## src/rtl/sha3_padder.sv

```systemverilog
// SHA-3 message padder: packs 32-bit words into rate blocks
// and appends domain/pad bytes ahead of the Keccak core.
module sha3_padder #(
  parameter int         RATE_WORDS = 18,
  parameter logic [7:0] PAD_FIRST  = 8'h06
) (
  input  logic                    clk,
  input  logic                    reset,
  input  logic [31:0]             in,
  input  logic [1:0]              byte_num,
  input  logic                    is_last,
  input  logic                    in_ready,
  output logic                    in_ack,
  output logic                    buffer_full,
  output logic [32*RATE_WORDS-1:0] out,
  output logic                    out_ready,
  input  logic                    f_ack
);

  localparam int W  = 32 * RATE_WORDS;
  localparam int CW = $clog2(RATE_WORDS + 1);

  typedef enum logic [1:0] {
    FILL,
    PAD,
    DONE
  } state_t;

  state_t        state;
  state_t        state_nxt;
  logic [CW-1:0] count;
  logic          last_slot;
  logic          shift;
  logic [31:0]   word;
  logic [31:0]   keep;
  logic [31:0]   pad;
  logic [31:0]   tail_word;

  assign last_slot   = (count == CW'(RATE_WORDS - 1));
  assign buffer_full = (count == CW'(RATE_WORDS));
  assign out_ready   = buffer_full;
  assign in_ack      = in_ready & (state == FILL) & ~buffer_full;

  // Final word: keep valid MSB bytes, pad byte right after them.
  always_comb begin
    keep = '0;
    pad  = '0;
    unique case (byte_num)
      2'd0: begin
        keep = 32'h00000000;
        pad  = {PAD_FIRST, 24'h0};
      end
      2'd1: begin
        keep = 32'hFF000000;
        pad  = {8'h0, PAD_FIRST, 16'h0};
      end
      2'd2: begin
        keep = 32'hFFFF0000;
        pad  = {16'h0, PAD_FIRST, 8'h0};
      end
      default: begin
        keep = 32'hFFFFFF00;
        pad  = {24'h0, PAD_FIRST};
      end
    endcase
    tail_word = (in & keep) | pad;
    if (last_slot) tail_word = tail_word | 32'h80;
  end

  always_comb begin
    state_nxt = state;
    shift     = 1'b0;
    word      = in;
    unique case (state)
      FILL: begin
        if (in_ack) begin
          shift = 1'b1;
          if (is_last) begin
            word      = tail_word;
            state_nxt = last_slot ? DONE : PAD;
          end
        end
      end
      PAD: begin
        if (!buffer_full) begin
          shift = 1'b1;
          word  = last_slot ? 32'h80 : 32'h0;
          if (last_slot) state_nxt = DONE;
        end
      end
      DONE: begin
        state_nxt = DONE;
      end
      default: state_nxt = FILL;
    endcase
  end

  always_ff @(posedge clk or negedge reset) begin
    if (!reset) begin
      state <= FILL;
      count <= '0;
      out   <= '0;
    end else begin
      state <= state_nxt;
      if (buffer_full && f_ack) begin
        count <= '0;
      end else if (shift) begin
        out   <= {out[W-33:0], word};
        count <= count + 1'b1;
      end
    end
  end

endmodule
```

## config.mk

```make
export PLATFORM = sky130hd
export DESIGN_NAME = sha3_padder
export DESIGN_NICKNAME = d
export VERILOG_FILES = /design/src/rtl/sha3_padder.sv
export SDC_FILE = /design/constraint.sdc
export NUM_CORES = 1
export LEC_CHECK = 0
export BUFFER_PORTS_ARGS = -buffer_cell sky130_fd_sc_hd__buf_2
export CORE_AREA = 3 3 238 240
export DETAILED_ROUTE_END_ITERATION = 8
export DIE_AREA = 0 0 241 243
export PLACE_DENSITY = 0.76
export SYNTH_ARGS = -nofsm -noshare
export SYNTH_HDL_FRONTEND = slang
export SYNTH_SLANG_ARGS = --single-unit
```

## constraint.sdc

```tcl
create_clock -name clk -period 2.6 [get_ports clk]
set_input_delay 0.13 -clock clk [delete_from_list [all_inputs] [get_ports clk]]
set_output_delay 0.13 -clock clk [all_outputs]
set_load 0.02 [all_outputs]
```

==> flow_summary.rst, run 1 <==
.. list-table::
   :header-rows: 1

   * - Metric
     - Value
   * - DRC errors left
     - 0
   * - Clk root buf
     - sky130_fd_sc_hd__clkbuf_16
   * - Clock H-tree levels
     - 2
   * - Total via count in the routed design
     - 19000
   * - Share of power burned in registers
     - 37.9%
   * - First-pass GRT wire length
     - 111000 µm
   * - Max-slew violation count
     - 0
   * - Clock share of power
     - 20.5%
   * - Depth of the most critical reg-to-reg path
     - 8
   * - Net switching fraction of the power
     - 45.8%
   * - Family with the most delay on the worst path
     - buffers and inverters
   * - Max Fanout on Critical Path
     - 49
   * - Mean routed wirelength per cell
     - 19.2 µm
   * - Critical Path Stages
     - 8
   * - Start-to-end type of the worst setup path
     - register to register
   * - Critical Path Source Type
     - register
   * - Pre-CTS worst setup slack
     - 0.529 ns
   * - Post-synthesis to final-layout area growth
     - 27.7%
   * - HPWL reported at the end of detailed placement
     - 53300 µm
   * - Top achievable clock speed
     - 0.425 GHz
   * - CTS tree
     - done
   * - Relative contribution of combinational cells to total power
     - 41.6%
   * - Max-Cap Viols
     - 0
   * - Cell types with the largest area share after synthesis
     - sky130_fd_sc_hd__dfrtp_1 65%, sky130_fd_sc_hd__nand2_1 28%, sky130_fd_sc_hd__buf_6 2.1%
   * - Netlist Area Pre-Place
     - 22400 µm²
   * - Area enclosed by the die boundary
     - 58600 µm²
   * - Seq/Total Area, Yosys
     - 65.2%
   * - Effective utilization at floorplan
     - 40.8%
   * - PortBufs
     - 617
   * - Ordered cell list for the critical path
     - inv_1 > ha_1 > and2_1 > o21a_4 > buf_12 > nor2_1 > a31oi_1 > dlygate4sd3_1
   * - Number of nets in the final layout
     - 3132
   * - Max Clock Skew
     - 0.0133 ns
   * - All-Layer GR Usage
     - 24.5%
   * - Inserted Clock Buffers
     - 59
   * - Start point of the worst min-delay path
     - byte_num[0]
   * - Min-Delay Path Class
     - primary input to register
   * - Number of nets in the synthesized netlist
     - 2482
   * - Most common library cell in the layout ignoring fill and taps
     - sky130_fd_sc_hd__nand2_1
   * - Clock latency at the later pin of the worst-skew pair
     - 0.59 ns
   * - Setup TNS after final layout
     - 0 ns
   * - Rel. slew slack
     - 48.1%
   * - Die height
     - 243 µm
   * - Horiz. Die Dim
     - 241 µm
   * - Pin count of the biggest net entering global routing
     - 96
   * - Actual slew at the worst max-slew pin
     - 0.779 ns
   * - RSZ-0062 raised after global routing
     - false
   * - Total buffers and inverters traversed by the critical path
     - 3
   * - Setup slack of the critical path after layout
     - 0.245 ns
   * - Commonest cells after routing, fill and taps aside
     - 1641 x sky130_fd_sc_hd__nand2_1, 616 x sky130_fd_sc_hd__buf_2, 583 x sky130_fd_sc_hd__dfrtp_1
   * - Crit path from
     - state[0]
   * - Post-layout instance area
     - 28600 µm²
   * - Share of the core filled with cells
     - 52.1%
   * - CP endpoint kind
     - register
   * - Inst Count DP
     - 3689
   * - Core Box Area
     - 54900 µm²
   * - Longest Clk Path Bufs
     - 3
   * - Beginning of the worst register-to-register path
     - state[0]
   * - Top-area cell type share of the netlist area
     - 65.2%
   * - Post-detailed-routing wire length
     - 73800 µm
   * - I/O pin total
     - 618
   * - VDD IR-drop max
     - 863 µV
   * - Min cycle time layout
     - 2.36 ns
   * - Instance count of the mapped netlist
     - 2437
   * - DP Area
     - 26200 µm²
   * - Number of distinct standard cells referenced by the synthesized netlist
     - 32
   * - Data required, critical path
     - 3.13 ns
   * - Most area-hungry cell type in the Yosys netlist
     - sky130_fd_sc_hd__dfrtp_1
   * - Antenna violations before repair
     - 0
   * - Final weighted congestion in routability-driven placement
     - 0.884
   * - Final instance count without filler cells
     - 3836
   * - Layout cell share with drive strength beyond 1
     - 24.8%
   * - Clock sinks
     - 583
   * - Iteration count of the initial detailed-routing pass
     - 6
   * - Placement row count
     - 86
   * - Status
     - completed
   * - LEAKAGE
     - 17.3 nW
   * - Worst-path clk slew
     - 0.06 ns
   * - Post-route clock period utilization
     - 90.6%
   * - Number of global-route vias before repair
     - 18400
   * - Final ANT Viol Nets
     - 0
   * - Net switching component of the power
     - 0.0196 W
   * - Mean instance size in the synthesized netlist
     - 9.18 µm²
   * - Count of endpoints failing hold in the final timing report
     - 0
   * - Global route total overflow
     - 0
   * - Power density relative to cell area
     - 1500 nW/µm²
   * - Internal
     - 0.0232 W
   * - Post-DR vias/cell
     - 4.95
   * - Register bit count reported by yosys
     - 583
   * - Count of antenna diodes in the layout
     - 0
   * - Number of endpoints failing setup at the final stage
     - 0
   * - CP max stage cell
     - sky130_fd_sc_hd__dlygate4sd3_1
   * - Peak per-stage delay on the critical path
     - 0.56 ns
   * - Starting DRC count in detailed routing
     - 1329
   * - Crit path arrival time
     - 2.89 ns
   * - Hold path cells
     - 3
   * - Total of warnings raised by yosys
     - 0
-- cell type report --
type / instances / area [µm²]
clock buffers: 84 / 1700
fillers: 4909 / 26300
well taps: 704 / 881
inverters: 5 / 18.8
flip-flops and latches: 583 / 14600
clock inverters: 22 / 299
repair buffers: 716 / 4260
multi-input cells: 1722 / 6820
-- worst reg2reg max path, stage by stage, from the launching register on --
cell,delay (ns)
sky130_fd_sc_hd__dfrtp_1,0.41
sky130_fd_sc_hd__inv_1,0.07
sky130_fd_sc_hd__ha_1,0.24
sky130_fd_sc_hd__and2_1,0.25
sky130_fd_sc_hd__o21a_4,0.28
sky130_fd_sc_hd__buf_12,0.28
sky130_fd_sc_hd__nor2_1,0.08
sky130_fd_sc_hd__a31oi_1,0.12
sky130_fd_sc_hd__dlygate4sd3_1,0.56
-- layer usage --
metal	GRT usage, %	vias up	wire length, µm
met5	0	-	0
met4	10.9	0	3640
met3	6.92	162	6880
met2	40.5	847	35100
met1	29.7	9231	28100
li1	-	8742	-
-- cells by family after synthesis --
kind of cell | synth area share, %
and+or+nand+nor | 28.2
xor gates and xnor gates | 0.117
muxes | 0.140
DFF | 65.2
AOI/OAI and AO/OA | 1.69
adders and majority gates | 0.335
buffers and inverters | 4.37
-- registers in the layout, indices dropped and copies added (netlist names) --
| signal | cells |
|---|---|
| out | 576 |
| count | 5 |
| state | 2 |
-- power by group through the flow --
stage	combinational, W	sequential, W	clock (W)
3_3_place_gp	0.0172	0.0163	0
6_report	0.0178	0.0162	0.00875
3_5_place_dp	0.0175	0.0163	0
2_1_floorplan	0.00760	0.0191	0
4_1_cts	0.0176	0.0162	0.00889
5_1_grt	0.0194	0.0166	0.00925
-- cells in the mapped netlist --
| master | count |
|---|---|
| sky130_fd_sc_hd__a211oi_1 | 1 |
| sky130_fd_sc_hd__nand2b_4 | 1 |
| sky130_fd_sc_hd__o211ai_1 | 1 |
| sky130_fd_sc_hd__o21ai_1 | 1 |
| sky130_fd_sc_hd__a22o_1 | 24 |
| sky130_fd_sc_hd__a21oi_1 | 6 |
| sky130_fd_sc_hd__nand4bb_1 | 1 |
| sky130_fd_sc_hd__o21ai_2 | 1 |
| sky130_fd_sc_hd__nand4_1 | 2 |
| sky130_fd_sc_hd__buf_6 | 41 |
| sky130_fd_sc_hd__dfrtp_1 | 583 |
| sky130_fd_sc_hd__buf_2 | 59 |
| sky130_fd_sc_hd__a21oi_2 | 1 |
| sky130_fd_sc_hd__nor3b_1 | 2 |
| sky130_fd_sc_hd__mux2i_1 | 2 |
| sky130_fd_sc_hd__xnor2_1 | 3 |
| sky130_fd_sc_hd__inv_1 | 5 |
| sky130_fd_sc_hd__a221o_1 | 6 |
| sky130_fd_sc_hd__nor3_1 | 1 |
| sky130_fd_sc_hd__mux2_2 | 1 |
| sky130_fd_sc_hd__o21ai_0 | 2 |
| sky130_fd_sc_hd__o21a_4 | 1 |
| sky130_fd_sc_hd__ha_1 | 6 |
| sky130_fd_sc_hd__buf_4 | 27 |
| sky130_fd_sc_hd__nand2_1 | 1641 |
| sky130_fd_sc_hd__and4bb_2 | 1 |
| sky130_fd_sc_hd__nor2_1 | 9 |
| sky130_fd_sc_hd__or2_2 | 1 |
| sky130_fd_sc_hd__a31oi_1 | 1 |
| sky130_fd_sc_hd__o2bb2ai_1 | 1 |
| sky130_fd_sc_hd__and2_1 | 4 |
| sky130_fd_sc_hd__nand3_1 | 1 |
-- stage by stage --
stage	hold slack, ns	total power, W
global placement	0.237	0.0335
global route	0.0294	0.0452
finish	0.0522	0.0428
detailed placement	0.225	0.0338
floorplan	-0.166	0.0267
CTS	0.00110	0.0427
-- final timing paths --
path	endpoint	slack, ns
hold / removal	out[25]	0.05
setup reg to reg	out[7]	0.24
setup / recovery	out[7]	0.24
hold reg to reg	out[557]	0.47
max in group asynchronous	out[101]	1.52
min in group asynchronous	out[305]	0.18
-- what timing repair did --
| item | in CTS | in global routing |
|---|---|---|
| gates resized for setup | 0 | 1 |
| hold buffers | 37 | 0 |
| endpoints found under the hold margin | 97 | 0 |
| setup endpoints to repair | 0 | 1 |
| buffers inserted | 0 | 2 |
No activity file was read; power rests on OpenSTA's default activity.
==> run 2: changes to the inputs <==
--- a/config.mk
+++ b/config.mk
@@ -10,6 +10,7 @@
 export DETAILED_ROUTE_END_ITERATION = 8
 export DIE_AREA = 0 0 241 243
 export PLACE_DENSITY = 0.76
+export RECOVER_POWER = 100
 export SYNTH_ARGS = -nofsm -noshare
 export SYNTH_HDL_FRONTEND = slang
 export SYNTH_SLANG_ARGS = --single-unit
==> run 2 against run 1 <==
The run now ends with max-capacitance violations, max-slew violations left; critical path depth down 1; core utilization down 1.6 points; first-iteration DRC count up 6.3%; wire length up 0.18%; clock power about the same; combinational power down 7%; design area down 3.1%; clock skew about the same; fmax down 4.9%; setup slack worse by 0.12 ns; sequential cell count unchanged.
==> flow_summary.rst, run 2 (same netlist as run 1, synthesis figures left out) <==
.. list-table::
   :header-rows: 1

   * - Metric
     - Value
   * - Start point of the worst min-delay path
     - byte_num[0]
   * - Status
     - complete, but fails checks
   * - Post-route clock period utilization
     - 95.3% (+4.7 points)
   * - Min-Delay Path Class
     - primary input to register
   * - Final weighted congestion in routability-driven placement
     - 0.884 (unchanged)
   * - Count of endpoints failing hold in the final timing report
     - 0 (unchanged)
   * - Relative contribution of combinational cells to total power
     - 39.8% (-1.8 points)
   * - I/O pin total
     - 618 (unchanged)
   * - Top Layer Used
     - met4
   * - CP max stage cell
     - sky130_fd_sc_hd__clkbuf_2
   * - Number of global-route vias before repair
     - 18400 (unchanged)
   * - Area enclosed by the die boundary
     - 58600 µm² (unchanged)
   * - Layout cell share with drive strength beyond 1
     - 6.10% (-19 points)
   * - Area occupied by registers
     - 14600 µm² (unchanged)
   * - CTS tree
     - done
   * - Power density relative to cell area
     - 1500 nW/µm² (+0.53%)
   * - Pin count of the biggest net entering global routing
     - 96 (unchanged)
   * - CP endpoint kind
     - register
   * - Clock sinks
     - 583 (unchanged)
   * - Iteration count of the initial detailed-routing pass
     - 5 (-1)
   * - Beginning of the worst register-to-register path
     - state[0]
   * - Antenna violations before repair
     - 1 (+1)
   * - Max-slew violation count
     - 78 (+78)
   * - Global route total overflow
     - 0 (unchanged)
   * - Inst Count DP
     - 3689 (unchanged)
   * - RSZ-0062 raised after global routing
     - false
   * - Longest Clk Path Bufs
     - 3 (unchanged)
   * - Length of routed wiring on met1
     - 28200 µm (+0.44%)
   * - VDD IR-drop max
     - 793 µV (-8.1%)
   * - Commonest cells after routing, fill and taps aside
     - 1641 x sky130_fd_sc_hd__nand2_1, 599 x sky130_fd_sc_hd__clkbuf_1, 583 x sky130_fd_sc_hd__dfrtp_1
   * - Family with the most delay on the worst path
     - buffers and inverters
   * - Ordered cell list for the critical path
     - inv_1 > ha_1 > and2_1 > o21ai_4 > buf_4 > clkbuf_2 > a22o_1
   * - Failing checks
     - max-capacitance violations, max-slew violations
   * - Most common library cell in the layout ignoring fill and taps
     - sky130_fd_sc_hd__nand2_1
   * - Max Clock Skew
     - 0.0130 ns (-0.000309 ns)
   * - Worst-path clk slew
     - 0.06 ns (about the same)
   * - Crit path from
     - state[0]
   * - Horiz. Die Dim
     - 241 µm (unchanged)
   * - Final-layout fill cell count
     - 5274 (+7.4%)
   * - Flip-flop count of the largest register after layout
     - 576 (unchanged)
   * - Start-to-end type of the worst setup path
     - register to register
   * - Share of power burned in registers
     - 39.1% (+1.2 points)
   * - Clock share of power
     - 21.0% (+0.5 points)
   * - Clock H-tree levels
     - 2 (unchanged)
   * - Core Box Area
     - 54900 µm² (unchanged)
   * - Number of endpoints failing setup at the final stage
     - 0 (unchanged)
   * - Inserted Clock Buffers
     - 59 (unchanged)
   * - Actual slew at the worst max-slew pin
     - 2.21 ns (+1.43 ns)
   * - Effective utilization at floorplan
     - 40.8% (unchanged)
   * - Post-detailed-routing wire length
     - 73900 µm (+0.18%)
   * - Final Hold Slack
     - 0.0506 ns (-0.00162 ns)
   * - LEAKAGE
     - 14.9 nW (-14%)
   * - Critical Path Source Type
     - register
   * - Combined area of the multi-input logic cells
     - 6810 µm² (-0.17%)
   * - Crit path arrival time
     - 3.01 ns (+0.12 ns)
   * - Post-synthesis to final-layout area growth
     - 23.7%
   * - All-Layer GR Usage
     - 24.5% (unchanged)
   * - Max Fanout on Critical Path
     - 47 (-4.1%)
   * - Starting DRC count in detailed routing
     - 1413 (+6.3%)
   * - First-pass GRT wire length
     - 111000 µm (unchanged)
   * - Top achievable clock speed
     - 0.404 GHz (-4.9%)
   * - HPWL reported at the end of detailed placement
     - 53300 µm (unchanged)
   * - Clock latency at the later pin of the worst-skew pair
     - 0.60 ns (about the same)
   * - Final instance count without filler cells
     - 3837 (+0.026%)
   * - PortBufs
     - 617 (unchanged)
   * - Total buffers and inverters traversed by the critical path
     - 3 (unchanged)
   * - Final ANT Viol Nets
     - 0 (unchanged)
   * - Met3 WL post-DR
     - 6750 µm (-2.0%)
   * - Rel. slew slack
     - -47.4% (-96 points)
   * - Net switching fraction of the power
     - 47.2% (+1.4 points)
   * - Mean routed wirelength per cell
     - 19.3 µm (+0.16%)
   * - Die height
     - 243 µm (unchanged)
   * - Peak per-stage delay on the critical path
     - 0.82 ns (+0.26 ns)
   * - DRC errors left
     - 0 (unchanged)
   * - Amount of wire on met2 after detailed routing
     - 35000 µm (-0.33%)
   * - Min cycle time layout
     - 2.48 ns (+0.121 ns)
   * - Max-Cap Viols
     - 1 (+1)
   * - Number of nets in the final layout
     - 3132 (unchanged)
   * - Setup TNS after final layout
     - 0 ns (unchanged)
   * - Data required, critical path
     - 3.13 ns (about the same)
   * - Placement row count
     - 86 (unchanged)
   * - Internal
     - 0.0220 W (-5.1%)
   * - Net switching component of the power
     - 0.0196 W (+0.30%)
   * - Clk root buf
     - sky130_fd_sc_hd__clkbuf_16
   * - Post-DR vias/cell
     - 4.97 (+0.36%)
   * - Largest registers ranked by flip-flop count
     - out x576, count x5, state x2
   * - Total via count in the routed design
     - 19100 (+0.39%)
   * - Largest register by flop count
     - out
[run 2: routing by layer]
layer	vias up	global-route usage (%)
met3	180	6.92
met4	0	10.9
met5	-	0
met2	838	40.5
met1	9291	29.7
li1	8747	-
[run 2: layout make-up]
type	count	area share [%]
Timing Repair Buffer	716	12.2
Tap cell	704	3.18
Antenna cell	1	0.00904
Clock inverter	22	1.08
Inverter	5	0.0678
Multi-Input combinational cell	1722	24.6
Clock buffer	84	6.15
Sequential cell	583	52.7
[run 2: power groups by stage]
| stage | clock, W | combinational, W | sequential (W) |
|---|---|---|---|
| 2_1_floorplan | 0 | 0.00760 | 0.0191 |
| 3_3_place_gp | 0 | 0.0172 | 0.0163 |
| 3_5_place_dp | 0 | 0.0175 | 0.0163 |
| 4_1_cts | 0.00889 | 0.0176 | 0.0162 |
| 5_1_grt | 0.00925 | 0.0182 | 0.0167 |
| 6_report | 0.00875 | 0.0166 | 0.0163 |
[run 2: worst paths after layout]
path                       endpoint  slack [ns]  cells past startpoint
max                         out[13]        0.12                      7
min                         out[25]        0.05                      3
max reg2reg                 out[13]        0.12                      7
min reg2reg                out[557]        0.47                      2
max in group asynchronous  out[410]        0.31                      3
min in group asynchronous  out[305]        0.76                      2
[run 2: metrics by stage]
stage	worst slack, ns	total power [W]	area, µm²	util [%]
after global placement	0.580	0.0335	26200	47.7
after global routing	0.0408	0.0441	27700	50.4
after detailed placement	0.529	0.0338	26200	47.7
final	0.123	0.0416	27700	50.4
after floorplan	0.955	0.0267	22400	-
after CTS	0.0767	0.0427	28500	52.0
[run 2: worst min-delay path, delay by kind of cell]
kind / cells / cell delay [ns]
and+or+nand+nor: 1 / 0.08
buffers and inverters: 1 / 0.14
AOI/OAI and AO/OA: 1 / 0.25
[run 2: what timing repair did]
| action | CTS | global route |
|---|---|---|
| endpoints found under the hold margin | 97 | 0 |
| hold buffers | 37 | 0 |
| setup endpoints to repair | 0 | 1 |
| resized for setup | 0 | 1 |
| buffers inserted | 0 | 2 |
==> run 3: changes to the inputs <==
==> constraint.sdc (replaced) <==
create_clock -name clk -period 2.6 [get_ports clk]
set_input_delay 0.65 -clock clk [delete_from_list [all_inputs] [get_ports clk]]
set_output_delay 0.65 -clock clk [all_outputs]
set_load 0.02 [all_outputs]
==> run 3 against run 2 <==
Clock power fell by 1%; critical endpoint is now in_ack; fmax up 0.41%; via count fell by 1.9%; sequential power barely moved; largest cell class unchanged; design area down 1.4%; the flow now finishes without violations; largest power group unchanged.
==> flow_summary.rst, run 3 (same netlist as run 1, synthesis figures left out) <==
.. list-table::
   :header-rows: 1

   * - Metric
     - Value
   * - CTS tree
     - done
   * - Count of antenna diodes in the layout
     - 0 (-1)
   * - Commonest cells after routing, fill and taps aside
     - 1641 x sky130_fd_sc_hd__nand2_1, 614 x sky130_fd_sc_hd__clkbuf_1, 583 x sky130_fd_sc_hd__dfrtp_1
   * - PortBufs
     - 617 (unchanged)
   * - Post-synthesis to final-layout area growth
     - 21.9%
   * - LEAKAGE
     - 14.8 nW (-1.1%)
   * - Post-route clock period utilization
     - 94.9% (-0.39 points)
   * - Final ANT Viol Nets
     - 0 (unchanged)
   * - First-pass GRT wire length
     - 109000 µm (-2.1%)
   * - Clk root buf
     - sky130_fd_sc_hd__clkbuf_16
   * - Share of the core filled with cells
     - 49.7% (-0.70 points)
   * - Number of nets in the final layout
     - 3104 (-0.89%)
   * - Final-layout fill cell count
     - 5323 (+0.93%)
   * - Antenna violations before repair
     - 1 (unchanged)
   * - Flip-flop count of the largest register after layout
     - 576 (unchanged)
   * - Pre-CTS worst setup slack
     - 0.306 ns (-0.223 ns)
   * - Max Fanout on Critical Path
     - 5 (-89%)
   * - Area occupied by registers
     - 14600 µm² (unchanged)
   * - Clock latency at the later pin of the worst-skew pair
     - 0.60 ns (about the same)
   * - Clock H-tree levels
     - 2 (unchanged)
   * - Final weighted congestion in routability-driven placement
     - 0.892 (+0.96%)
   * - Net switching component of the power
     - 0.0195 W (-0.81%)
   * - Largest register by flop count
     - out
   * - I/O pin total
     - 618 (unchanged)
   * - Setup slack of the critical path after layout
     - 0.133 ns (+0.0101 ns)
   * - Hold path cells
     - 2 (-1)
   * - Mean routed wirelength per cell
     - 19.0 µm (-1.3%)
   * - Worst-path clk slew
     - 0.06 ns (about the same)
   * - Most common library cell in the layout ignoring fill and taps
     - sky130_fd_sc_hd__nand2_1
   * - Clock share of power
     - 20.9% (about the same)
   * - Total via count in the routed design
     - 18700 (-1.9%)
   * - Longest Clk Path Bufs
     - 3 (unchanged)
   * - Iteration count of the initial detailed-routing pass
     - 6 (+1)
   * - HPWL reported at the end of detailed placement
     - 53700 µm (+0.75%)
   * - Net switching fraction of the power
     - 47.1% (-0.058 points)
   * - Number of endpoints failing setup at the final stage
     - 0 (unchanged)
   * - Effective utilization at floorplan
     - 40.8% (unchanged)
   * - Status
     - completed
   * - Relative contribution of combinational cells to total power
     - 39.7% (about the same)
   * - Top achievable clock speed
     - 0.405 GHz (+0.41%)
   * - Count of endpoints failing hold in the final timing report
     - 0 (unchanged)
   * - Max Clock Skew
     - 0.0159 ns (+0.00292 ns)
   * - Post-detailed-routing wire length
     - 72400 µm (-2.0%)
   * - Post-DR vias/cell
     - 4.91 (-1.2%)
   * - Data required, critical path
     - 1.95 ns (-1.18 ns)
   * - Setup TNS after final layout
     - 0 ns (unchanged)
   * - Max-Cap Viols
     - 0 (-1)
   * - Power density relative to cell area
     - 1520 nW/µm² (+0.70%)
   * - Area enclosed by the die boundary
     - 58600 µm² (unchanged)
   * - DP Area
     - 26200 µm² (+0.19%)
   * - Combined area of the multi-input logic cells
     - 6820 µm² (+0.24%)
   * - Core Box Area
     - 54900 µm² (unchanged)
   * - Crit path arrival time
     - 1.82 ns (-1.19 ns)
   * - Clock sinks
     - 583 (unchanged)
   * - Max-slew violation count
     - 0 (-100%)
   * - VDD IR-drop max
     - 886 µV (+12%)
   * - Actual slew at the worst max-slew pin
     - 1.30 ns (-0.915 ns)
   * - Inserted Clock Buffers
     - 60 (+1.7%)
   * - Global route total overflow
     - 0 (unchanged)
   * - Pin count of the biggest net entering global routing
     - 107 (+11%)
   * - Depth of the most critical reg-to-reg path
     - 9 (+2)
   * - Internal
     - 0.0219 W (-0.58%)
   * - Post-layout instance area
     - 27300 µm² (-1.4%)
   * - All-Layer GR Usage
     - 24.2% (-0.31 points)
   * - Placement row count
     - 86 (unchanged)
   * - Share of power burned in registers
     - 39.4% (+0.3 points)
   * - Largest registers ranked by flip-flop count
     - out x576, count x5, state x2
   * - RSZ-0062 raised after global routing
     - false
   * - Min cycle time layout
     - 2.47 ns (-0.0101 ns)
   * - Critical Path Source Type
     - register
   * - Layout cell share with drive strength beyond 1
     - 6.15% (+0.053 points)
   * - Die height
     - 243 µm (unchanged)
   * - Horiz. Die Dim
     - 241 µm (unchanged)
   * - Start-to-end type of the worst setup path
     - register to output pin
   * - DRC errors left
     - 0 (unchanged)
   * - Starting DRC count in detailed routing
     - 1269 (-10%)
   * - Min-Delay Path Class
     - primary input to register
   * - CP endpoint kind
     - output pin
   * - Rel. slew slack
     - 13.6% (+61 points)
   * - Number of global-route vias before repair
     - 17900 (-2.8%)
[run 3: cell count changes in the layout (fill, tap and decap cells not counted), moves of 4 or more]
| cell | before | now |
|---|---|---|
| sky130_fd_sc_hd__dlygate4sd3_1 | 37 | 1 |
| sky130_fd_sc_hd__clkbuf_2 | 8 | 15 |
| sky130_fd_sc_hd__buf_4 | 22 | 10 |
| sky130_fd_sc_hd__clkinv_2 | 10 | 6 |
| sky130_fd_sc_hd__clkbuf_1 | 599 | 614 |
[run 3: metal layers]
layer | GRT usage, % | up-vias | wire [µm]
met3 | 6.59 | 146 | 6670
met2 | 40.6 | 750 | 35000
met5 | 0 | - | 0
met4 | 9.21 | 0 | 2860
li1 | - | 8699 | -
met1 | 29.6 | 9094 | 28000
[run 3: layout make-up]
| class | count | share of cell area [%] |
|---|---|---|
| clock buffers | 91 | 6.45 |
| clock inverters | 17 | 0.848 |
| inverters | 5 | 0.0688 |
| multi-input cells | 1722 | 25.0 |
| flip-flops and latches | 583 | 53.5 |
| well taps | 704 | 3.23 |
| repair buffers | 687 | 10.9 |
[run 3: worst paths after layout]
check,startpoint,endpoint,slack [ns]
max,count[0],in_ack,0.13
min,f_ack,count[0],0.26
max reg2reg,count[0],out[76],0.15
min reg2reg,out[575],out[575],0.47
max in group asynchronous,reset,out[373],0.30
min in group asynchronous,reset,out[516],0.89
[run 3: worst max-delay path, cell delays in order, from the launching register on]
cell and delay [ns]:
sky130_fd_sc_hd__dfrtp_1 0.44, sky130_fd_sc_hd__inv_1 0.10, sky130_fd_sc_hd__ha_1 0.18, sky130_fd_sc_hd__nand4bb_2 0.17, sky130_fd_sc_hd__and2_1 0.19, sky130_fd_sc_hd__clkbuf_2 0.15
[run 3: power groups by stage]
| stage | Clock [W] | Combinational (W) | Sequential, W |
|---|---|---|---|
| after detailed placement | 0 | 0.0177 | 0.0163 |
| after CTS | 0.00882 | 0.0178 | 0.0162 |
| final | 0.00865 | 0.0164 | 0.0163 |
| after floorplan | 0 | 0.00760 | 0.0191 |
| after global routing | 0.00921 | 0.0180 | 0.0167 |
| after global placement | 0 | 0.0173 | 0.0163 |
[run 3: timing repair]
action                                  in CTS  in global routing
hold buffers                                 1                  0
endpoints found under the setup margin       3                  1
buffers inserted                             1                  0
resized for setup                            4                  1
hold endpoints to repair                    26                  0
[run 3: stage by stage]
stage | total power [W] | hold WS (ns) | instances
after floorplan | 0.0267 | 0.354 | 2437
after global placement | 0.0336 | 0.452 | 3699
after detailed placement | 0.0340 | 0.457 | 3699
after CTS | 0.0428 | 0.216 | 3809
after global routing | 0.0439 | 0.239 | 3809
final | 0.0413 | 0.258 | 3809
